`config.mk`:
```
export PLATFORM = sky130hd
export DESIGN_NAME = tdc_result_buffer
export DESIGN_NICKNAME = d
export VERILOG_FILES = /design/src/rtl/tdc_result_buffer.sv
export SDC_FILE = /design/constraint.sdc
export NUM_CORES = 1
export LEC_CHECK = 0
export CORE_MARGIN = 2
export CORE_UTILIZATION = 53
export CTS_CLUSTER_DIAMETER = 150
export DETAILED_ROUTE_END_ITERATION = 10
export PLACE_DENSITY = 0.77
export SLEW_MARGIN = 15
export SYNTH_ARGS = -nofsm -noshare
export SYNTH_HDL_FRONTEND = slang
export SYNTH_SLANG_ARGS = --single-unit
```
`constraint.sdc`:
```
create_clock -name clk -period 2.9 [get_ports clk]
set_clock_uncertainty 0.15 [all_clocks]
set_input_delay 0.87 -clock clk [delete_from_list [all_inputs] [get_ports clk]]
set_output_delay 0.87 -clock clk [all_outputs]
set_load 0.02 [all_outputs]
```
`src/rtl/tdc_result_buffer.sv`:
```
// tdc_result_buffer: small FIFO of completed TDC measurements, read out one byte at a time.
// Rev 1.0 - initial release.
`default_nettype none

module tdc_result_buffer #(
  parameter  int DATA_W = 32,
  parameter  int DEPTH  = 4,
  localparam int NBYTES = DATA_W / 8,
  localparam int IDX_W  = (NBYTES > 1) ? $clog2(NBYTES) : 1,
  localparam int PTR_W  = $clog2(DEPTH),
  localparam int CNT_W  = PTR_W + 1
) (
  input  logic              clk,
  input  logic              rst,
  input  logic [DATA_W-1:0] meas_data_i,
  input  logic              meas_valid_i,
  input  logic              rd_next_i,
  input  logic              clr_ovf_i,
  output logic [7:0]        byte_out_o,
  output logic [IDX_W-1:0]  byte_idx_o,
  output logic              out_valid_o,
  output logic [CNT_W-1:0]  fifo_count_o,
  output logic              overflow_o
);

  localparam logic [IDX_W-1:0] LAST_IDX  = IDX_W'(NBYTES - 1);
  localparam logic [CNT_W-1:0] FULL_CNT  = CNT_W'(DEPTH);

  logic [DATA_W-1:0] mem_q [DEPTH];

  logic [PTR_W-1:0] wr_ptr_q, wr_ptr_d;
  logic [PTR_W-1:0] rd_ptr_q, rd_ptr_d;
  logic [IDX_W-1:0] byte_idx_q, byte_idx_d;
  logic [CNT_W-1:0] count_q, count_d;
  logic             ovf_q, ovf_d;
  logic [7:0]       byte_out_q, byte_out_d;
  logic             out_valid_q, out_valid_d;

  logic w_empty, w_full, w_pop, w_retire, w_push, w_drop;
  logic [DATA_W-1:0]           w_head;
  logic [NBYTES-1:0][7:0]      w_head_bytes;

  assign w_empty  = (count_q == '0);
  assign w_full   = (count_q == FULL_CNT);
  assign w_pop    = rd_next_i && !w_empty;
  assign w_retire = w_pop && (byte_idx_q == LAST_IDX);
  // A full FIFO still accepts a word when the head retires in the same cycle.
  assign w_push   = meas_valid_i && (!w_full || w_retire);
  assign w_drop   = meas_valid_i && w_full && !w_retire;

  always_comb begin
    wr_ptr_d   = wr_ptr_q;
    rd_ptr_d   = rd_ptr_q;
    byte_idx_d = byte_idx_q;
    count_d    = count_q;
    ovf_d      = ovf_q;

    if (w_push) wr_ptr_d = wr_ptr_q + PTR_W'(1);

    if (w_retire) begin
      rd_ptr_d   = rd_ptr_q + PTR_W'(1);
      byte_idx_d = '0;
    end else if (w_pop) begin
      byte_idx_d = byte_idx_q + IDX_W'(1);
    end

    if (w_push && !w_retire)      count_d = count_q + CNT_W'(1);
    else if (!w_push && w_retire) count_d = count_q - CNT_W'(1);

    if (w_drop)         ovf_d = 1'b1;
    else if (clr_ovf_i) ovf_d = 1'b0;
  end

  // The new head is the word being written when the read pointer lands on the write slot.
  always_comb begin
    w_head = mem_q[rd_ptr_d];
    if (w_push && (wr_ptr_q == rd_ptr_d)) w_head = meas_data_i;
  end

  assign w_head_bytes = w_head;

  always_comb begin
    out_valid_d = (count_d != '0);
    byte_out_d  = out_valid_d ? w_head_bytes[byte_idx_d] : 8'h00;
  end

  always_ff @(posedge clk) begin
    if (w_push) mem_q[wr_ptr_q] <= meas_data_i;
  end

  always_ff @(posedge clk) begin
    if (rst) begin
      wr_ptr_q    <= '0;
      rd_ptr_q    <= '0;
      byte_idx_q  <= '0;
      count_q     <= '0;
      ovf_q       <= 1'b0;
      byte_out_q  <= 8'h00;
      out_valid_q <= 1'b0;
    end else begin
      wr_ptr_q    <= wr_ptr_d;
      rd_ptr_q    <= rd_ptr_d;
      byte_idx_q  <= byte_idx_d;
      count_q     <= count_d;
      ovf_q       <= ovf_d;
      byte_out_q  <= byte_out_d;
      out_valid_q <= out_valid_d;
    end
  end

  assign byte_out_o   = byte_out_q;
  assign byte_idx_o   = byte_idx_q;
  assign out_valid_o  = out_valid_q;
  assign fifo_count_o = count_q;
  assign overflow_o   = ovf_q;

endmodule

`default_nettype wire
```
==> results of run 1 <==
==> cell families (layout without fill, tap and decap cells) <==
logic type	Yosys count	in the layout	share of synthesized area, %
AOI/OAI and AO/OA	159	159	15.7
DFF	147	147	57.7
and+or+nand+nor	123	123	8.53
muxes	63	63	11.7
buffers and inverters	59	170	4.50
adders and majority gates	8	8	1.37
xor gates and xnor gates	4	4	0.479
==> worst register-to-register path: stages, from the launching register on <==
cell	delay (ns)
dfxtp_1	0.32
inv_1	0.12
ha_2	0.32
nor2b_4	0.30
nor2_2	0.10
buf_12	0.17
buf_12	0.14
buf_4	0.15
o311ai_0	0.37
a22oi_1	0.13
o21ai_1	0.26
a21oi_1	0.11
==> cell type report <==
class	count	area (um2)
fillers	954	4260
flip-flops and latches	147	4230
multi-input cells	357	2800
repair buffers	128	1230
clock buffers	20	437
well taps	176	220
clock inverters	11	136
inverters	11	41.3
==> cell usage after synthesis, types with 11 or more instances <==
| master | number |
|---|---|
| a21oi_1 | 32 |
| a221oi_1 | 20 |
| buf_2 | 23 |
| clkbuf_1 | 11 |
| dfxtp_1 | 19 |
| edfxtp_1 | 128 |
| inv_1 | 11 |
| mux2_2 | 18 |
| mux2i_1 | 29 |
| mux4_2 | 12 |
| nand2_1 | 37 |
| nand3_1 | 18 |
| nor2_1 | 20 |
| nor3_1 | 11 |
| o21ai_0 | 27 |
==> repair_timing <==
| item | CTS | global route |
|---|---|---|
| resized for setup | 3 | 5 |
| pin swaps | 0 | 0 |
| setup endpoints to repair | 4 | 8 |
==> metal layers <==
metal / up-vias / share of wire (%)
met2: 369 / 48
met3: 53 / 9.2
met5: - / 0
met4: 0 / 2.5
met1: 2641 / 40
li1: 2456 / -
==> power breakdown <==
| part | switching [mW] | internal, mW | total (mW) |
|---|---|---|---|
| Clock | 0.837 | 1.34 | 2.18 |
| Sequential | 0.0889 | 2.48 | 2.57 |
| Combinational | 0.828 | 0.691 | 1.52 |
| Total | 1.75 | 4.51 | 6.27 |
==> how the worst max path moves through the flow <==
stage                                from            end  slack [ns]
after global routing      fifo_count_o[0]  byte_out_o[7]     -0.0002
final                     fifo_count_o[0]  byte_out_o[7]        0.15
after CTS                       rd_next_i  byte_out_o[0]       -0.01
after floorplan              meas_valid_i    mem_q[0][0]        0.22
after detailed placement        rd_next_i  byte_out_o[7]       -0.50
after global placement          rd_next_i  byte_out_o[7]       -0.47
==> sequential cells by signal (all words and copies together), names as in the netlist <==
| name | count |
|---|---|
| byte_out_o | 8 |
| wr_ptr_q | 2 |
| byte_idx_o | 2 |
| overflow_o | 1 |
| fifo_count_o | 3 |
| mem_q | 128 |
| out_valid_o | 1 |
| rd_ptr_q | 2 |
==> metrics by stage <==
step,TNS (ns),instances
finish,0,850
floorplan,0,563
detailed placement,-19.52,819
CTS,-0.0139,850
global placement,-5.81,819
global route,-0.000201,850
==> results.md, run 1 <==
* DRC violations left at 0
* Crit path depth at 11
* Yosys warning total at 0
* Hold wc startpoint: overflow_o
* Die width at ~120 um
* Global Route met2 Usage at ~43%
* CP delay by family, top: compound AO/OA/AOI/OAI gates
* Cell count after synthesis at between 500 and 600
* Worst-path clk slew at around 0.060 ns
* Top cell type by total area after synthesis: edfxtp_1
* Layout cell share with drive strength beyond 1 at a little under a quarter
* Setup ws final at roughly 0.15 ns
* Post-CTS Setup Bufs at 0
* Ys flop type: edfxtp_1
* CTS max path bufs at 2
* Mapped Area at 7320 um2
* Actual slew at the worst max-slew pin at 0.624 ns
* CP Max Fanout at 14
* Num Clock Sinks at around 150
* Placement Setup Slack at -0.503 ns
* Avg Synthesized Cell Area at around 13 um2
* Commonest non-fill, non-tap cell in the layout: edfxtp_1
* Drt pass-1 iters at 6
* PortBufs at 51
* DIE HEIGHT at 121 um
* WL/cell at 22.2 um
* CTS root buffer: clkbuf_16
* ANT nets after route at 0
* R2R setup slack at roughly 0.15 ns
* DR vias/cell at between 6 and 7
* Hold Slack at roughly 0.32 ns
* Critical path data arrival time at between 2 and 3 ns
* Cell Area, Placed at 8490 um2
* Async set or reset register ratio after synthesis at 0%
* Critical path class: flip-flop to flip-flop
* Starting Density at between 50% and 60%
* HP Class: flip-flop to flip-flop
* Detailed Route WL at between 15 and 20 mm
* Max stage delay on crit path at around 0.37 ns
* TritonCTS clock tree: yes
* CORE AREA at around 13000 um2
* Row cnt at 42
* R2r endpoint: byte_out_o[7]
* Hold path depth at 2
* Cell Pwr Density at 690 nW/um2
* Critical R2R Launch: fifo_count_o[0]
* CTS Buf Count at 17
* CP Capture Type: flip-flop
* Leak Pwr at between 3 and 4 nW
* Worst skew pair latency at approximately 0.42 ns
* Busiest grt layer: met2
* Final worst-path cycle share at a little over nine tenths
* Worst r2r path cells at 11
* Worst path slowest cell: o311ai_0
* DP HPWL at roughly 13 mm
* FMAX at 0.363 GHz
* Yosys reg bits at 147
* Critical path required time at roughly 3.1 ns
* Total global-route track usage at 26.7%
* Nets at 707
* Worst Hold End: overflow_o
* Gpl congestion at just under 1
* Hold Buf Count CTS at 0
* Vias in the first global route at 5557
* Post-synth EDFFs at 128
* Area delta synth->final at 24.2%
* ANT cells at 0
* Ports at 52
* DRT iter0 DRCs at ~830
* Top cell by count, worst path: buf_12
* Min Tclk post-route at around 2.8 ns
* Net Count, Synth at around 600
* Fin area at slightly above 9000 um2
* Netlist cell types at 67
* Initial antenna violation count at 0
* WP buf/inv at 4
* # setup viols final at 0
* Met3 Usage GRT at 6.02%
* # H-tree levels at 4
* First-pass GRT wire length at a little under 30 mm
* MaxCap Viol Count at 0
* Largest net degree at the start of global routing at 43
* Crit-path cells: inv_1, ha_2, nor2b_4, nor2_2, buf_12, buf_12, buf_4, o311ai_0, a22oi_1, o21ai_1, a21oi_1
* Hold Violations, Final at 0
* Die Footprint at ~15000 um2
* Final Util at 68.1%
* Total gr overflow at 0
* Fin. max-slew vios at 0
* Sequential area share after synthesis at a little under 60%
* Startpoint Class: flip-flop
* Vias at about 5500
* Dominant cells by area after synthesis: edfxtp_1, dfxtp_1, mux2i_1, mux4_2, mux2_2
* Top-area cell type share of the netlist area at 52.5%
* Total power at roughly 6.3 mW
* Met1 Usage GRT at about a third
* Status: complete, no violations
* Worst vdd ir at 0.535 mV
* Worst rel slew slack at between 50% and 60%
* Commonest cells after routing, fill and taps aside: edfxtp_1, buf_4, clkdlybuf4s50_1
Note: power is estimated with default switching activity, not from simulation.
==> run 2, diff against run 1 <==
- CAP_MARGIN: not set -> 20
- CORE_MARGIN: 2 -> 3
- CORE_UTILIZATION: 53 -> 59
- PLACE_DENSITY: 0.77 -> 0.81
- clock period: 2.9 -> 2.7 ns (I/O delays scaled with it)
==> run 2 against run 1 <==
Compared with the run above:
- worst hold slack better by 0.0042 ns
- combinational power is 22% higher
- global-route usage grew 2.7 points
- sequential share of layout area is 0.54 points lower
- first-iteration DRC count rose by 7.2%
- via count grew 4.6%
- flip-flop and latch count stayed put
- non-clock buffer count rose by 4
- core utilization increased by 8.2 points
- design area is 1.2% higher
- setup slack worse by 0.060 ns
- largest cell class unchanged
- register-to-register slack worse by 0.06 ns
- critical path type unchanged
==> results.md, run 2 (synthesis results as in run 1) <==
* Status: complete, no violations
* Total global-route track usage at between 20% and 30%
* CTS root buffer: clkbuf_16
* Worst Hold End: overflow_o
* DP HPWL at 13.0 mm
* Total gr overflow at 0
* Critical R2R Launch: fifo_count_o[0]
* ANT cells at 0
* Max FFs per register at around 130
* WL/cell at approximately 23 um
* Met1 Usage GRT at ~38%
* Gpl congestion at 0.928
* DRT iter0 DRCs at 891
* Hold Slack at around 0.33 ns
* Critical path class: flip-flop to flip-flop
* Clk pwr share at between 30% and 40%
* Sw Share at slightly below 30%
* DR vias/cell at just under 7
* Layout cell share with drive strength beyond 1 at between 20% and 30%
* Fin area at slightly above 9000 um2
* Ports at 52
* FMAX at 0.383 GHz
* TritonCTS clock tree: yes
* Busiest grt layer: met2
* Min Tclk post-route at 2.61 ns
* Row cnt at 40
* Global Route met2 Usage at 49.0%
* Hold wc startpoint: overflow_o
* Largest register by flop count: mem_q
* Critical path required time at about 2.9 ns
* Worst skew pair latency at 0.42 ns
* Final worst-path cycle share at a little under 100%
* Worst vdd ir at 0.594 mV
* Initial antenna violation count at 0
* Starting Density at between 60 and 70%
* Worst r2r path cells at 11
* Area delta synth->final at 25.7%
* Drt pass-1 iters at 8
* Reg power frac at between 40% and 50%
* PortBufs at 51
* Worst-path clk slew at 0.06 ns
* Vias in the first global route at between 5000 and 6000
* First-pass GRT wire length at between 30 and 40 mm
* Vias at 5771
* Commonest non-fill, non-tap cell in the layout: edfxtp_1
* Die Footprint at around 14000 um2
* DIE HEIGHT at 117 um
* CP Capture Type: flip-flop
* MaxCap Viol Count at 0
* Die width at 117 um
* Placement Setup Slack at -0.605 ns
* Hold path depth at 2
* Largest net degree at the start of global routing at 35
* CORE AREA at between 10000 and 15000 um2
* Met3 Usage GRT at 6.51%
* Actual slew at the worst max-slew pin at approximately 0.45 ns
* Worst rel slew slack at 70.0%
* Commonest cells after routing, fill and taps aside: edfxtp_1, buf_4, clkdlybuf4s50_1
* Setup ws final at roughly 0.086 ns
* Net Sw Power at roughly 2.0 mW
* DRC violations left at 0
* # H-tree levels at 4
* CTS max path bufs at 2
* Nets at 713
* HP Class: flip-flop to flip-flop
* CP Max Fanout at 12
* CTS Buf Count at 17
* Fin. max-slew vios at 0
* # setup viols final at 0
* Internal power at between 4 and 5 mW
* Hold Violations, Final at 0
* Num Clock Sinks at between 100 and 150
* R2r endpoint: byte_out_o[3]
* Critical path data arrival time at 2.76 ns
* Leak Pwr at roughly 3.2 nW
* Detailed Route WL at 19.9 mm
* R2R setup slack at between 0.08 and 0.09 ns
* Startpoint Class: flip-flop
* Comb pwr share at a little over a quarter
* Final Util at 76.2%
* ANT nets after route at 0
* Cell Area, Placed at ~8500 um2
* Cell Pwr Density at about 740 nW/um2
==> run 2: changes by cell type in the layout (fill, tap and decap cells not counted), moves of 2 or more <==
cell and delta:
o31ai_1 -2, mux2_2 +2, clkinv_2 +3, a221oi_1 -3, clkbuf_8 +3, bufinv_16 -2, o21ai_1 +2, buf_4 +2
a221oi_2 +3, o31ai_2 +2, o21ai_0 -2, clkbuf_1 -3
==> run 2: final cells by class <==
class	count	area [um2]
inverters	11	41.3
clock buffers	20	467
fillers	733	2870
multi-input cells	359	2890
clock inverters	12	87.6
well taps	168	210
repair buffers	132	1270
flip-flops and latches	147	4230
==> run 2: critical path: stages, from the launching register on <==
cell and delay [ns]:
dfxtp_1 0.33, inv_1 0.12, ha_4 0.21, nor2b_4 0.29
nor2_4 0.07, buf_12 0.15, buf_4 0.15, a221o_1 0.34
a221oi_2 0.25, a221oi_1 0.08, o21ai_1 0.24, a21oi_2 0.10
==> run 2: metrics by stage <==
| step | cells | setup TNS (ns) | power (mW) |
|---|---|---|---|
| final | 849 | 0 | 6.79 |
| after global routing | 849 | -0.0325 | 7.02 |
| after CTS | 847 | 0 | 6.69 |
| after detailed placement | 811 | -32.64 | 4.41 |
| after global placement | 811 | -26.02 | 4.35 |
| after floorplan | 563 | 0 | 3.75 |
==> run 2: worst max-delay path by stage <==
stage                     cells past startpoint             to            start  slack (ns)
after floorplan                              13  byte_out_o[6]  fifo_count_o[0]        0.05
after CTS                                    10  byte_out_o[6]  fifo_count_o[0]      0.0003
after detailed placement                     10  byte_out_o[6]        rd_next_i       -0.60
final                                        11  byte_out_o[3]  fifo_count_o[0]        0.09
after global placement                       10  byte_out_o[6]        rd_next_i       -0.63
after global routing                         11  byte_out_o[3]  fifo_count_o[0]       -0.02
==> run 2: power groups by stage <==
stage / sequential (mW) / combinational (mW) / clock [mW]
after floorplan: 2.87 / 0.876 / 0
after global placement: 2.79 / 1.56 / 0
after detailed placement: 2.79 / 1.61 / 0
after CTS: 2.75 / 1.75 / 2.19
after global routing: 2.77 / 1.95 / 2.30
final: 2.76 / 1.85 / 2.19
==> run 2: metal layers <==
layer | vias to the layer above | share of wire (%)
li1 | 2464 | -
met1 | 2780 | 36
met2 | 443 | 49
met3 | 84 | 11
met4 | 0 | 3.6
met5 | - | 0
==> run 2: what timing repair did <==
action,4_1_cts,5_1_grt
setup buffers,2,2
endpoints found under the setup margin,8,8
gates cloned,2,0
pin swaps,2,2
gates resized for setup,21,5
hold buffers,0,0
==> edit, RTL diff (config.mk and constraints of run 2) <==
`byte_out_q` no longer has a reset.
--- a/src/rtl/tdc_result_buffer.sv
+++ b/src/rtl/tdc_result_buffer.sv
@@ -96,5 +96,4 @@
       count_q     <= '0;
       ovf_q       <= 1'b0;
-      byte_out_q  <= 8'h00;
       out_valid_q <= 1'b0;
     end else begin
@@ -104,7 +103,10 @@
       count_q     <= count_d;
       ovf_q       <= ovf_d;
-      byte_out_q  <= byte_out_d;
       out_valid_q <= out_valid_d;
     end
+  end
+
+  always_ff @(posedge clk) begin
+    byte_out_q <= byte_out_d;
   end
 
Behaviour: not the same (a bounded check fails within 4 cycles, from zero or initial values and one cycle with rst high).
==> edit against run 2 <==
- design area down 1.4%
- combinational power down 34%
- wire length down 11%
- setup slack worse by 0.021 ns
- power down 8.6%
- non-clock buffer count up 3
- sequential cell count unchanged
- critical path depth down 2
- synthesized area down 1.4%
- highest routed layer unchanged
==> edit: results (changes against run 2) <==
{| class="wikitable"
! Metric !! Value
|-
| Run status || finished clean
|-
| Biggest fanout along the worst timing path || 9 (-3)
|-
| Worst Slack Setup Final || 0.0650 ns (-0.0211 ns)
|-
| Vias/cell || 6.61 (-2.7%)
|-
| Least-Margin Pin Slew || 0.524 ns (+0.0738 ns)
|-
| Number of distinct library cells after synthesis || 62 (-7.5%)
|-
| Crit-path leading delay family || buffers and inverters
|-
| Number of design-rule violations left by the first detailed-router iteration || 617 (-31%)
|-
| Static leakage power || 3.19 nW (+1.0%)
|-
| Met3 wire len || 1530 µm (-29%)
|-
| GR met1 Demand/Resource || 35.9% (-1.8 points)
|-
| Standard cell with the maximum stage delay on the critical path || sky130_fd_sc_hd__clkdlybuf4s50_1
|-
| End point of the critical path || byte_out_o[1]
|-
| Switching share of total power || 27.4% (-1.6 points)
|-
| Register-to-register setup slack || 0.13 ns (+0.04 ns)
|-
| Placed inst area || 0.00842 mm² (-0.88%)
|-
| Largest net degree at the start of global routing || 34 (-2.9%)
|-
| # placed instances || 758 (-6.5%)
|-
| Post-detail-place hpwl || 11900 µm (-9.0%)
|-
| Net count after synthesis || 567 (-6.7%)
|-
| Reg-to-reg endpoint || byte_out_o[2]
|-
| Routed wire length on met2 || 9090 µm (-7.8%)
|-
| Global routing usage summed across all routing layers || 27.9% (-1.5 points)
|-
| Filler cells || 645 (-12%)
|-
| Startpoint of the worst setup timing path || meas_valid_i
|-
| Number of nets in the layout || 683 (-4.2%)
|-
| Peak per-stage delay on the critical path || 0.56 ns (+0.22 ns)
|-
| Initial DRT Pass Iterations || 5 (-3)
|-
| Number of cells produced by synthesis || 522 (-7.3%)
|-
| Leading post-synthesis cells by instance count || sky130_fd_sc_hd__edfxtp_1 (128), sky130_fd_sc_hd__nand2_1 (62), sky130_fd_sc_hd__mux4_2 (38), sky130_fd_sc_hd__mux2i_1 (29), sky130_fd_sc_hd__nand3_1 (25)
|-
| Met2 routing resource usage after global routing || 46.7% (-2.2 points)
|-
| Clock-pin slew reported for the worst setup and hold paths after clock tree synthesis || 0.06 ns (about the same)
|-
| Maximum ir drop on the vdd rail || 0.671 mV (+13%)
|-
| Total number of yosys warnings || 0 (unchanged)
|-
| Top area cells in the synthesized netlist || sky130_fd_sc_hd__edfxtp_1 (53%), sky130_fd_sc_hd__mux4_2 (12%), sky130_fd_sc_hd__dfxtp_1 (5.3%), sky130_fd_sc_hd__mux2i_1 (4.0%), sky130_fd_sc_hd__nand2_1 (3.2%)
|-
| Vias in the first global route || 5433 (-4.1%)
|-
| Routability congestion estimate || 0.904 (-2.6%)
|-
| Global routing met3 resource utilization || 6.22% (-0.29 points)
|-
| Arrival time of the worst setup path || 2.78 ns (+0.02 ns)
|-
| Share of cells above drive strength 1 || 26.9% (+0.60 points)
|-
| Non-filler instance count after layout || 794 (-6.5%)
|-
| DRT Wirelength || 17700 µm (-11%)
|-
| Share of the yosys chip area belonging to registers || 58.5% (+0.80 points)
|-
| Routed metal-1 wire length || 6660 µm (-7.5%)
|-
| Category of the most critical setup path || in2reg
|-
| Worst slack after detailed placement || -0.593 ns (+0.0116 ns)
|}
## edit: kinds of logic after synthesis
| kind of cell | Yosys count | share of synthesized area, % |
|---|---|---|
| buffers and inverters | 45 | 3.47 |
| xor gates and xnor gates | 3 | 0.364 |
| muxes | 70 | 16.4 |
| DFF | 147 | 58.5 |
| adders and majority gates | 8 | 1.39 |
| and+or+nand+nor | 151 | 10.2 |
| AOI/OAI and AO/OA | 98 | 9.69 |
## edit: stage by stage
stage	hold WS [ns]	utilization, %	TNS [ns]
5_1_grt	0.349	77.7	-0.0544
3_3_place_gp	0.310	72.2	-29.11
3_5_place_dp	0.322	72.2	-36.05
4_1_cts	0.331	77.3	0
2_1_floorplan	0.393	-	0
6_report	0.325	77.7	0
## edit: repair_timing
action,in CTS,in global routing
setup endpoints to repair,9,8
gates cloned,0,0
buffers inserted,2,2
pin swaps,2,0
gates resized for setup,3,9
## edit: power groups by stage
stage / clock network, W / logic [W] / registers (W)
2_1_floorplan: 0 / 0.000571 / 0.00280
3_3_place_gp: 0 / 0.00114 / 0.00275
3_5_place_dp: 0 / 0.00117 / 0.00275
4_1_cts: 0.00230 / 0.00119 / 0.00271
5_1_grt: 0.00240 / 0.00130 / 0.00272
6_report: 0.00227 / 0.00122 / 0.00271
## edit: how the worst min path moves through the flow
stage	slack, ns	cells after the start	endpoint
finish	0.32	2	overflow_o
global route	0.35	2	overflow_o
CTS	0.33	2	overflow_o
detailed placement	0.32	2	overflow_o
global placement	0.31	2	overflow_o
floorplan	0.39	2	overflow_o
## edit: final cells by class
class	count	share of cell area, %
sequential	147	46.6
multi-input combinational	330	30.7
timing repair buffer	135	14.0
clock buffer	17	4.69
tap	143	1.97
clock inverter	15	1.70
inverter	7	0.290
